### config.mk
export PLATFORM = sky130hd
export DESIGN_NAME = grid_line_clear_flat
export DESIGN_NICKNAME = d
export VERILOG_FILES = /design/src/rtl/grid_line_clear_pkg.sv /design/src/rtl/grid_line_clear_if.sv /design/src/rtl/grid_line_clear_row_walker.sv /design/src/rtl/grid_line_clear.sv /design/src/flat_wrapper.sv
export SDC_FILE = /design/constraint.sdc
export NUM_CORES = 1
export LEC_CHECK = 0
export BUFFER_PORTS_ARGS = -buffer_cell sky130_fd_sc_hd__buf_2
export CAP_MARGIN = 10
export CORE_UTILIZATION = 53
export CTS_BUF_LIST = sky130_fd_sc_hd__clkbuf_2 sky130_fd_sc_hd__clkbuf_4 sky130_fd_sc_hd__clkbuf_8
export CTS_CLUSTER_DIAMETER = 80
export CTS_CLUSTER_SIZE = 24
export DETAILED_ROUTE_END_ITERATION = 8
export GPL_ROUTABILITY_DRIVEN = 0
export PLACE_DENSITY = 0.8
export SLEW_MARGIN = 15
export SYNTH_ARGS = -nofsm -noshare
export SYNTH_HDL_FRONTEND = slang
export SYNTH_SLANG_ARGS = --single-unit
export TNS_END_PERCENT = 100
### constraint.sdc
create_clock -name clk -period 1.9 [get_ports clk]
set_clock_uncertainty 0.05 [all_clocks]
set_input_delay 0.095 -clock clk [delete_from_list [all_inputs] [get_ports clk]]
set_output_delay 0.095 -clock clk [all_outputs]
set_load 0.02 [all_outputs]
### src/rtl/grid_line_clear_pkg.sv
// Shared playfield constants and line-clear engine state encoding.
// Latency: n/a (definitions only).
// Backpressure: n/a.
package grid_line_clear_pkg;

  localparam int GRID_COLS  = 10;
  localparam int GRID_ROWS  = 20;
  localparam int CELL_EMPTY = 0;

  typedef enum logic [2:0] {
    ST_IDLE,
    ST_SCAN,
    ST_SHIFT,
    ST_CLEAR,
    ST_DONE
  } state_t;

endpackage

### src/rtl/grid_line_clear_if.sv
// Dual-port grid_mem access bus: port A write, port B read.
// Latency: mem_q_b is valid one cycle after mem_addr_b is presented.
// Backpressure: none; the memory accepts one read and one write every cycle.
//   master: drives mem_addr_a/mem_data_a/mem_we_a/mem_addr_b, samples mem_q_b
//   slave : the memory side
interface grid_line_clear_if #(
  parameter int ADDR_WIDTH = 8,
  parameter int DATA_WIDTH = 8
);
  logic [ADDR_WIDTH-1:0] mem_addr_a;
  logic [DATA_WIDTH-1:0] mem_data_a;
  logic                  mem_we_a;
  logic [ADDR_WIDTH-1:0] mem_addr_b;
  logic [DATA_WIDTH-1:0] mem_q_b;

  modport master (
    output mem_addr_a, mem_data_a, mem_we_a, mem_addr_b,
    input  mem_q_b
  );

  modport slave (
    input  mem_addr_a, mem_data_a, mem_we_a, mem_addr_b,
    output mem_q_b
  );
endinterface

### src/rtl/grid_line_clear_row_walker.sv
// Column counter plus running row-base register; addr = base + col.
// Latency: addr is combinational from the registered base/col.
// Backpressure: none; advances only when step/dec/load are asserted.
//   load/base_in: set base, reset col to 0 (wins over step/dec)
//   step: col += 1, wrapping to 0 after last_col
//   dec : base -= COLS (move up one row)
module grid_line_clear_row_walker #(
  parameter int ADDR_WIDTH = 8,
  parameter int COLS       = 10
) (
  input  logic                  clk,
  input  logic                  rst,
  input  logic                  load,
  input  logic [ADDR_WIDTH-1:0] base_in,
  input  logic                  step,
  input  logic                  dec,
  output logic [ADDR_WIDTH-1:0] base,
  output logic [ADDR_WIDTH-1:0] addr,
  output logic                  last_col
);
  localparam int CW = (COLS > 1) ? $clog2(COLS) : 1;

  logic [CW-1:0] col;

  assign last_col = (col == CW'(COLS - 1));
  assign addr     = base + ADDR_WIDTH'(col);

  always_ff @(posedge clk) begin
    if (rst) begin
      base <= '0;
      col  <= '0;
    end else if (load) begin
      base <= base_in;
      col  <= '0;
    end else begin
      if (dec)  base <= base - ADDR_WIDTH'(COLS);
      if (step) col  <= last_col ? '0 : col + CW'(1);
    end
  end
endmodule

### src/rtl/grid_line_clear.sv
// Line-clear engine: scans rows bottom-up, drops rows above each full row, clears row 0.
// Latency: 1 + ROWS*(COLS+1) cycles start-to-done, plus r*(COLS+1)+2*COLS+1 per row removed at r.
// Backpressure: none; start is ignored outside IDLE, memory is assumed always ready.
//   clk/rst/start in; busy/done/lines_cleared out; mem: grid_mem ports A (write) and B (read)
module grid_line_clear
  import grid_line_clear_pkg::*;
#(
  parameter int DATA_WIDTH = 8,
  parameter int ADDR_WIDTH = 8,
  parameter int COLS       = GRID_COLS,
  parameter int ROWS       = GRID_ROWS,
  parameter int CNT_W      = 5
) (
  input  logic             clk,
  input  logic             rst,
  input  logic             start,
  output logic             busy,
  output logic             done,
  output logic [CNT_W-1:0] lines_cleared,
  grid_line_clear_if.master mem
);
  localparam logic [ADDR_WIDTH-1:0] BOTTOM_BASE = ADDR_WIDTH'((ROWS - 1) * COLS);
  localparam logic [ADDR_WIDTH-1:0] ROW_STEP    = ADDR_WIDTH'(COLS);

  state_t                state, state_nxt;
  logic [ADDR_WIDTH-1:0] scan_base, scan_base_nxt;   // base address of scan row r
  logic [CNT_W-1:0]      lines_nxt;
  logic                  tail, tail_nxt;             // last cycle of a row: no read, final data returns
  logic                  full, full_nxt;
  logic                  rd_vld;                     // mem_q_b holds data for a read issued last cycle
  logic [ADDR_WIDTH-1:0] addr_b_q;

  logic                  wk_load, wk_step, wk_dec, wk_last;
  logic [ADDR_WIDTH-1:0] wk_base_in, wk_base, wk_addr;

  logic q_nz, rd_active, shift_wr;

  grid_line_clear_row_walker #(
    .ADDR_WIDTH (ADDR_WIDTH),
    .COLS       (COLS)
  ) u_walker (
    .clk      (clk),
    .rst      (rst),
    .load     (wk_load),
    .base_in  (wk_base_in),
    .step     (wk_step),
    .dec      (wk_dec),
    .base     (wk_base),
    .addr     (wk_addr),
    .last_col (wk_last)
  );

  assign q_nz      = (mem.mem_q_b != DATA_WIDTH'(CELL_EMPTY));
  assign rd_active = ((state == ST_SCAN) || (state == ST_SHIFT)) && !tail;
  assign shift_wr  = (state == ST_SHIFT) && rd_vld;

  assign busy       = (state == ST_SCAN) || (state == ST_SHIFT) || (state == ST_CLEAR);
  assign done       = (state == ST_DONE);
  assign mem.mem_addr_b = rd_active ? wk_addr : '0;
  assign mem.mem_we_a   = shift_wr || (state == ST_CLEAR);
  // Shift writes land one row below the cell read in the previous cycle.
  assign mem.mem_addr_a = (state == ST_CLEAR) ? wk_addr :
                          shift_wr            ? addr_b_q + ROW_STEP : '0;
  assign mem.mem_data_a = shift_wr ? mem.mem_q_b : '0;

  always_comb begin
    state_nxt     = state;
    scan_base_nxt = scan_base;
    lines_nxt     = lines_cleared;
    tail_nxt      = tail;
    full_nxt      = full;
    wk_load       = 1'b0;
    wk_base_in    = scan_base;
    wk_step       = 1'b0;
    wk_dec        = 1'b0;

    case (state)
      ST_IDLE: begin
        if (start) begin
          state_nxt     = ST_SCAN;
          scan_base_nxt = BOTTOM_BASE;
          lines_nxt     = '0;
          tail_nxt      = 1'b0;
          full_nxt      = 1'b1;
          wk_load       = 1'b1;
          wk_base_in    = BOTTOM_BASE;
        end
      end

      ST_SCAN: begin
        if (!tail) begin
          wk_step = 1'b1;
          if (wk_last) tail_nxt = 1'b1;
          if (rd_vld)  full_nxt = full & q_nz;
        end else begin
          tail_nxt = 1'b0;
          full_nxt = 1'b1;
          wk_load  = 1'b1;
          if (full && q_nz) begin
            lines_nxt = lines_cleared + CNT_W'(1);
            // Nothing sits above row 0, so a full top row goes straight to CLEAR.
            if (scan_base == '0) begin
              state_nxt  = ST_CLEAR;
              wk_base_in = '0;
            end else begin
              state_nxt  = ST_SHIFT;
              wk_base_in = scan_base - ROW_STEP;
            end
          end else if (scan_base == '0) begin
            state_nxt = ST_DONE;
          end else begin
            scan_base_nxt = scan_base - ROW_STEP;
            wk_base_in    = scan_base - ROW_STEP;
          end
        end
      end

      ST_SHIFT: begin
        // Walker base points at the source row d-1.
        if (!tail) begin
          wk_step = 1'b1;
          if (wk_last) tail_nxt = 1'b1;
        end else begin
          tail_nxt = 1'b0;
          if (wk_base == '0) state_nxt = ST_CLEAR;
          else               wk_dec    = 1'b1;
        end
      end

      ST_CLEAR: begin
        wk_step = 1'b1;
        if (wk_last) begin
          // Rescan the same row: it now holds what used to be above it.
          state_nxt  = ST_SCAN;
          wk_load    = 1'b1;
          wk_base_in = scan_base;
          full_nxt   = 1'b1;
        end
      end

      ST_DONE: state_nxt = ST_IDLE;

      default: state_nxt = ST_IDLE;
    endcase
  end

  always_ff @(posedge clk) begin
    if (rst) begin
      state         <= ST_IDLE;
      scan_base     <= '0;
      lines_cleared <= '0;
      tail          <= 1'b0;
      full          <= 1'b1;
      rd_vld        <= 1'b0;
      addr_b_q      <= '0;
    end else begin
      state         <= state_nxt;
      scan_base     <= scan_base_nxt;
      lines_cleared <= lines_nxt;
      tail          <= tail_nxt;
      full          <= full_nxt;
      rd_vld        <= rd_active;
      addr_b_q      <= mem.mem_addr_b;
    end
  end
endmodule

### src/flat_wrapper.sv
// flat-port wrapper written by rule: the top's interface ports become plain ports
module grid_line_clear_flat import grid_line_clear_pkg::*;
#(
  parameter int DATA_WIDTH = 8,
  parameter int ADDR_WIDTH = 8,
  parameter int COLS       = GRID_COLS,
  parameter int ROWS       = GRID_ROWS,
  parameter int CNT_W      = 5
)
  (clk, rst, start, busy, done, lines_cleared, mem_mem_addr_a, mem_mem_data_a, mem_mem_we_a, mem_mem_addr_b, mem_mem_q_b);
  grid_line_clear_if #(.ADDR_WIDTH(ADDR_WIDTH), .DATA_WIDTH(DATA_WIDTH)) mem_i ();
  input  logic clk;
  input  logic rst;
  input  logic start;
  output logic busy;
  output logic done;
  output logic [CNT_W-1:0] lines_cleared;
  output wire logic [$bits(mem_i.mem_addr_a)-1:0] mem_mem_addr_a;
  output wire logic [$bits(mem_i.mem_data_a)-1:0] mem_mem_data_a;
  output wire logic [$bits(mem_i.mem_we_a)-1:0] mem_mem_we_a;
  output wire logic [$bits(mem_i.mem_addr_b)-1:0] mem_mem_addr_b;
  input wire logic [$bits(mem_i.mem_q_b)-1:0] mem_mem_q_b;
  assign mem_mem_addr_a = mem_i.mem_addr_a;
  assign mem_mem_data_a = mem_i.mem_data_a;
  assign mem_mem_we_a = mem_i.mem_we_a;
  assign mem_mem_addr_b = mem_i.mem_addr_b;
  assign mem_i.mem_q_b = mem_mem_q_b;
  grid_line_clear #(.DATA_WIDTH(DATA_WIDTH), .ADDR_WIDTH(ADDR_WIDTH), .COLS(COLS), .ROWS(ROWS), .CNT_W(CNT_W)) u_core (.clk(clk), .rst(rst), .start(start), .busy(busy), .done(done), .lines_cleared(lines_cleared), .mem(mem_i));
endmodule
==> impl_metrics.json, run 1 <==
{
  "status": "finished with violations",
  "violations": "setup timing",
  "leakagePower_nw": 1.44,
  "most-common-layout-cells": "buf_4 (46), nor2_1 (37), buf_2 (30)",
  "min_period_over_period_pct": 121,
  "p_int_mw": 2.36,
  "coreArea_um2": 4750,
  "hold_buffers": 0,
  "grt.total_usage_pct": 29.5,
  "worst_hold_slack_ps": 206,
  "ys_types": 61,
  "switching_share_pct": 43.4,
  "synthArstFlopShare_pct": 0,
  "die_h_um": 72.4,
  "grt_busiest_layer": "met2",
  "clk_pin_slew_ps": 90,
  "drc": 0,
  "place_inst": 460,
  "syn-num-nets": 351,
  "worstPathMaxFanout": 3,
  "critPathArrivalTime_ps": 2160,
  "fp-row-count": 25,
  "final.setup.worst_slack_ps": -404,
  "synth_edf_count": 0,
  "antenna_found_initial": 0,
  "rsz0062_at_grt": "yes",
  "crit_required_ps": 1750,
  "htree_levels": 2,
  "synth.cell_area_um2": 2630,
  "use_met1_pct": 38.2,
  "drive_gt1_share_pct": 38.1,
  "fin_setup_tns_ps": -3010,
  "stdcell_count": 474,
  "fmax_mhz": 434,
  "ioPinCount": 43,
  "holdPathEnd": "u_core.tail",
  "synthCells": 330,
  "grt_pass1_wl_um": 12100,
  "wl_per_cell_um": 17.6,
  "period_needed_ps": 2300,
  "drt-initial-drc-count": 319,
  "root_buffer": "clkbuf_8",
  "ant_nets": 0,
  "clock_latency_ps": 300,
  "reg2reg_from": "u_core.u_walker.base[0]",
  "end_kind": "primary output",
  "layout_commonest_cell": "buf_4",
  "slew_viol_final": 0,
  "cts_tree": "yes",
  "via_per_inst": 6.05,
  "first_global_vias": 2607,
  "rrSetupSlack_ps": -10,
  "rr_endpoint": "u_core.addr_b_q[6]",
  "nNetsFinal": 427,
  "dp_hpwl_um": 5180,
  "hp-class": "in2reg",
  "seqCellArea_um2": 806,
  "powerDensity_nw_per_um2": 1160,
  "power_switching_mw": 1.81,
  "die_w_um": 72.4,
  "slew_headroom_pct": 64.7,
  "yosys_register_bits": 39,
  "maxCapViolCount": 0,
  "numCtsBuffers": 5,
  "place_area_um2": 3160,
  "min-delay-start": "rst",
  "nFillCells": 320,
  "fin_util_pct": 75.5,
  "grtUsageMet3_pct": 5.97,
  "min_path_cells": 2,
  "synth_ff_type": "dfxtp_1",
  "routed_wl_um": 8340,
  "p_clk_share_pct": 17.1,
  "start_util_pct": 55.3,
  "worstSetupPathType": "reg2out",
  "rr_worst_depth": 8,
  "start_kind": "register",
  "multi_input_area_um2": 1970,
  "grt-ovfl-total": 0,
  "first_pass_iters": 5,
  "numPortBuffers": 42,
  "p_seq_share_pct": 29.5,
  "diodes": 0,
  "max-vdd-ir-drop_mv": 0.907,
  "avgSynthCellArea_um2": 7.97,
  "dieArea_um2": 5250,
  "hold_viol_final": 0,
  "synthToLayoutAreaGrowth_pct": 36.6,
  "setup_violations": 11,
  "vias": 2867,
  "stdcell_area_um2": 3590,
  "grt_max_degree": 28,
  "yosysWarnings": 0,
  "cts_buffer_depth": 2,
  "synth-seq-area-share_pct": 29.7,
  "comb_power_share_pct": 53.4,
  "grtUsageMet2_pct": 48.5,
  "cts.sinks": 39,
  "tightest_slew_ps": 526
}
[cell usage after synthesis (all sizes together), types with 2 or more instances]
cell type,n,share of area (%)
nand3,8,1.5
nor2,44,6.3
inv,10,1.4
nor4,4,0.95
o21a,3,1.1
a22oi,2,0.76
a21o,3,0.86
nand2,27,3.9
buf,5,0.90
mux2,2,0.86
clkbuf,10,1.4
o211ai,4,1.1
ha,9,4.3
o31ai,2,0.57
a22o,2,0.67
a21oi,18,3.4
nor2b,7,1.7
or4,2,0.86
nor3,16,3.5
a21boi,2,0.71
or3,2,0.48
a221oi,2,0.67
o22ai,5,1.2
and3b,2,0.67
o32ai,2,0.67
nand2b,7,1.7
a31oi,2,0.48
and3,2,0.48
and4bb,2,0.95
and2,16,3.9
xnor2,11,3.7
a211oi,9,2.8
o21ai,11,2.4
o221ai,2,0.90
nor3b,3,1.0
mux2i,6,2.3
dfxtp,39,30
a311oi,4,1.3
xor2,11,3.7
[critical path, stage by stage, from the launching register on]
cell,delay [ps]
dfxtp_2,350
ha_4,170
buf_4,140
a21o_1,160
a21oi_2,190
buf_4,170
o21ai_2,50
and3b_2,250
o22ai_1,190
buf_4,190
[metrics by stage]
stage,setup WS [ps],total power [mW]
floorplan,-12.8,2.42
global placement,-75.5,3.05
detailed placement,-119,3.10
CTS,-287,3.90
global route,-452,4.41
finish,-404,4.17
[layer usage]
metal	vias up	share of wire (%)
li1	1339	-
met1	1363	41
met2	140	50
met3	25	6.2
met4	0	2.8
met5	-	0
[area by class of cell]
cell class	count	area share [%]
Clock inverter	3	1.22
Sequential cell	39	22.4
Inverter	10	1.05
Multi-Input combinational cell	266	54.7
Clock buffer	5	1.92
Timing Repair Buffer	84	16.3
Tap cell	67	2.33
[cell families (layout without fill, tap and decap cells)]
group,count (synthesis),in the layout,synth area share [%]
compound gates,79,79,21.7
mux,8,8,3.14
buf+inv,25,102,3.76
simple gates,147,147,29.3
flops,39,39,29.7
fa+ha+maj,10,10,5.05
xor+xnor,22,22,7.33
[sequential cells by signal (all words and copies together), names as in the netlist]
name and count:
u_core.addr_b_q 8, u_core.full 1, u_core.lines_cleared 5, u_core.rd_vld 1, u_core.scan_base 8, u_core.state 3, u_core.tail 1, u_core.u_walker.base 8
u_core.u_walker.col 4
[worst max path at each step]
| stage | startpoint | cells past startpoint | end |
|---|---|---|---|
| 3_5_place_dp | u_core.u_walker.base[0] | 8 | mem_mem_addr_a[6] |
| 6_report | u_core.u_walker.base[0] | 9 | mem_mem_addr_a[7] |
| 4_1_cts | u_core.u_walker.base[0] | 8 | mem_mem_addr_a[4] |
| 2_1_floorplan | u_core.u_walker.col[0] | 7 | mem_mem_addr_a[6] |
| 3_3_place_gp | u_core.u_walker.base[0] | 7 | mem_mem_addr_a[4] |
| 5_1_grt | u_core.u_walker.base[0] | 9 | mem_mem_addr_a[7] |
[repair_timing]
action                     in CTS  in global routing
setup endpoints to repair      24                 33
setup buffers                   5                  4
pin swaps                      14                 13
resized for setup              37                 37
gates cloned                    0                  0
[power groups by stage]
| stage | Combinational, mW | Clock [mW] | Sequential (mW) |
|---|---|---|---|
| floorplan | 1.31 | 0 | 1.11 |
| global placement | 1.87 | 0 | 1.17 |
| detailed placement | 1.92 | 0 | 1.18 |
| CTS | 2.00 | 0.713 | 1.19 |
| global route | 2.41 | 0.747 | 1.25 |
| finish | 2.23 | 0.714 | 1.23 |
(Power assumes the default switching activity.)
==> run 2: changes to the inputs <==
--- a/config.mk
+++ b/config.mk
@@ -7,13 +7,14 @@
 export LEC_CHECK = 0
 export BUFFER_PORTS_ARGS = -buffer_cell sky130_fd_sc_hd__buf_2
 export CAP_MARGIN = 10
-export CORE_UTILIZATION = 53
-export CTS_BUF_LIST = sky130_fd_sc_hd__clkbuf_2 sky130_fd_sc_hd__clkbuf_4 sky130_fd_sc_hd__clkbuf_8
+export CORE_UTILIZATION = 51
 export CTS_CLUSTER_DIAMETER = 80
 export CTS_CLUSTER_SIZE = 24
 export DETAILED_ROUTE_END_ITERATION = 8
 export GPL_ROUTABILITY_DRIVEN = 0
-export PLACE_DENSITY = 0.8
+export MAX_ROUTING_LAYER = met4
+export PLACE_DENSITY = 0.77
+export SETUP_SLACK_MARGIN = 0.3
 export SLEW_MARGIN = 15
 export SYNTH_ARGS = -nofsm -noshare
 export SYNTH_HDL_FRONTEND = slang
==> run 2 against run 1 <==
  * The flow still finishes with violations (setup timing)
  * Sequential power up 7%
  * Sequential cell count did not move
  * Clock power grew 9.0%
  * Non-clock buffer count rose by 28
  * Setup slack got worse by 67 ps
  * Count of clock-buffer cells in the layout is 1 higher
==> impl_metrics.json, run 2 (synthesis gave the netlist of run 1 again) <==
{
  "status": "finished with violations",
  "violations": "setup timing",
  "setup_violations": 16,
  "ant_nets": 0,
  "drt-initial-drc-count": 813,
  "drc": 0,
  "wl_per_cell_um": 30.3,
  "place_area_um2": 3210,
  "hold_viol_final": 0,
  "stdcell_area_um2": 4600,
  "period_needed_ps": 2370,
  "end_kind": "primary output",
  "nFillCells": 127,
  "fmax_mhz": 422,
  "first_global_vias": 3048,
  "power_switching_mw": 2.75,
  "leakagePower_nw": 1.76,
  "fin_setup_tns_ps": -4570,
  "antenna_found_initial": 1,
  "root_buffer": "clkbuf_8",
  "most-common-layout-cells": "buf_6 (53), buf_4 (40), nor2_1 (30)",
  "cts_buffer_depth": 2,
  "fin_util_pct": 94.8,
  "htree_levels": 2,
  "crit_path_cell_trace": "ha_4 > fa_2 > a21o_1 > a21oi_4 > nor2_4 > xnor2_4 > o22ai_2 > buf_6",
  "nNetsFinal": 456,
  "powerDensity_nw_per_um2": 1260,
  "via_per_inst": 7.45,
  "switching_share_pct": 47.5,
  "clk_pin_slew_ps": 90,
  "p_int_mw": 3.05,
  "cpPeakStageDelay_ps": 360,
  "multi_input_area_um2": 2500,
  "dp_hpwl_um": 5100,
  "worstPathMaxFanout": 3,
  "place_inst": 446,
  "max-vdd-ir-drop_mv": 1.14,
  "crit_required_ps": 1750,
  "layout_commonest_cell": "buf_6",
  "dieArea_um2": 5450,
  "critPathArrivalTime_ps": 2230,
  "final.setup.worst_slack_ps": -472,
  "seqCellArea_um2": 818,
  "clock_latency_ps": 320,
  "start_kind": "register",
  "slew_viol_final": 0,
  "routed_wl_um": 15300,
  "grt_busiest_layer": "met2",
  "comb_power_share_pct": 63.8,
  "path_buf_inv": 1,
  "worstSetupPathType": "reg2out",
  "first_pass_iters": 8,
  "slowest_stage": "dfxtp_2",
  "grtUsageMet2_pct": 63.8,
  "dp_slack_ps": -49.6,
  "reg.largest.list": "u_core.addr_b_q: 8 flops, u_core.scan_base: 8 flops, u_core.u_walker.base: 8 flops",
  "drive_gt1_share_pct": 60.3,
  "grt-ovfl-total": 0,
  "stdcell_count": 504,
  "slew_headroom_pct": 49.1,
  "cts_tree": "yes",
  "synthToLayoutAreaGrowth_pct": 74.9,
  "grtUsageMet3_pct": 7.68,
  "fp-row-count": 25,
  "grt_pass1_wl_um": 15200,
  "ioPinCount": 43,
  "min_period_over_period_pct": 125,
  "use_met1_pct": 42.7,
  "numCtsBuffers": 5,
  "die_w_um": 73.8,
  "p_clk_share_pct": 13.4,
  "die_h_um": 73.8,
  "vias": 3755,
  "hold_buffers": 0,
  "numPortBuffers": 42,
  "p_seq_share_pct": 22.8,
  "tightest_slew_ps": 764,
  "grt.total_usage_pct": 38.4,
  "crit_family": "compound AO/OA/AOI/OAI gates",
  "coreArea_um2": 4850,
  "grt_max_degree": 28,
  "maxCapViolCount": 0,
  "cts.sinks": 39,
  "finalPower_mw": 5.80,
  "rsz0062_at_grt": "yes",
  "hp-class": "in2reg",
  "start_util_pct": 54.2,
  "worst_hold_slack_ps": 305
}
==> run 2: layer usage <==
metal	vias up	part of all wire, %
met5	-	0
met4	0	10
met3	201	14
met2	460	42
met1	1689	33
li1	1405	-
==> run 2: final timing paths <==
check,from,end,slack (ps),cells after the start
setup reg to reg,u_core.state[0],u_core.u_walker.col[3],-360,7
hold reg to reg,u_core.scan_base[0],u_core.scan_base[0],530,2
hold / removal,start,u_core.tail,310,4
setup / recovery,u_core.u_walker.base[0],mem_mem_addr_a[6],-470,8
==> run 2: layout make-up <==
type	instances	share of cell area [%]
Multi-Input combinational cell	267	54.4
Timing Repair Buffer	112	22.3
Sequential cell	39	17.8
Tap cell	67	1.82
Clock buffer	6	1.80
Inverter	10	1.03
Clock inverter	2	0.762
Antenna cell	1	0.0544
==> run 2: power by group through the flow <==
| stage | registers (mW) | clock network (mW) | logic [mW] |
|---|---|---|---|
| 2_1_floorplan | 1.14 | 0 | 1.47 |
| 4_1_cts | 1.21 | 0.735 | 2.58 |
| 5_1_grt | 1.32 | 0.805 | 3.78 |
| 6_report | 1.32 | 0.778 | 3.70 |
| 3_5_place_dp | 1.24 | 0 | 1.90 |
| 3_3_place_gp | 1.23 | 0 | 1.86 |
==> run 2: timing repair <==
action                                 CTS  global route
setup buffers                           35            13
setup endpoints to repair               61            63
cloned                                   0             1
pin swaps                               38            58
endpoints found under the hold margin    0             0
resized for setup                      102           120
==> run 2: worst reg2reg max path: cells and delay by family, from the launching register on <==
family	cells	cell delay, ps
AND/OR/NAND/NOR	2	680
flip-flops	1	440
AO/OA/AOI/OAI	2	410
multiplexers	1	340
buffers and inverters	2	260
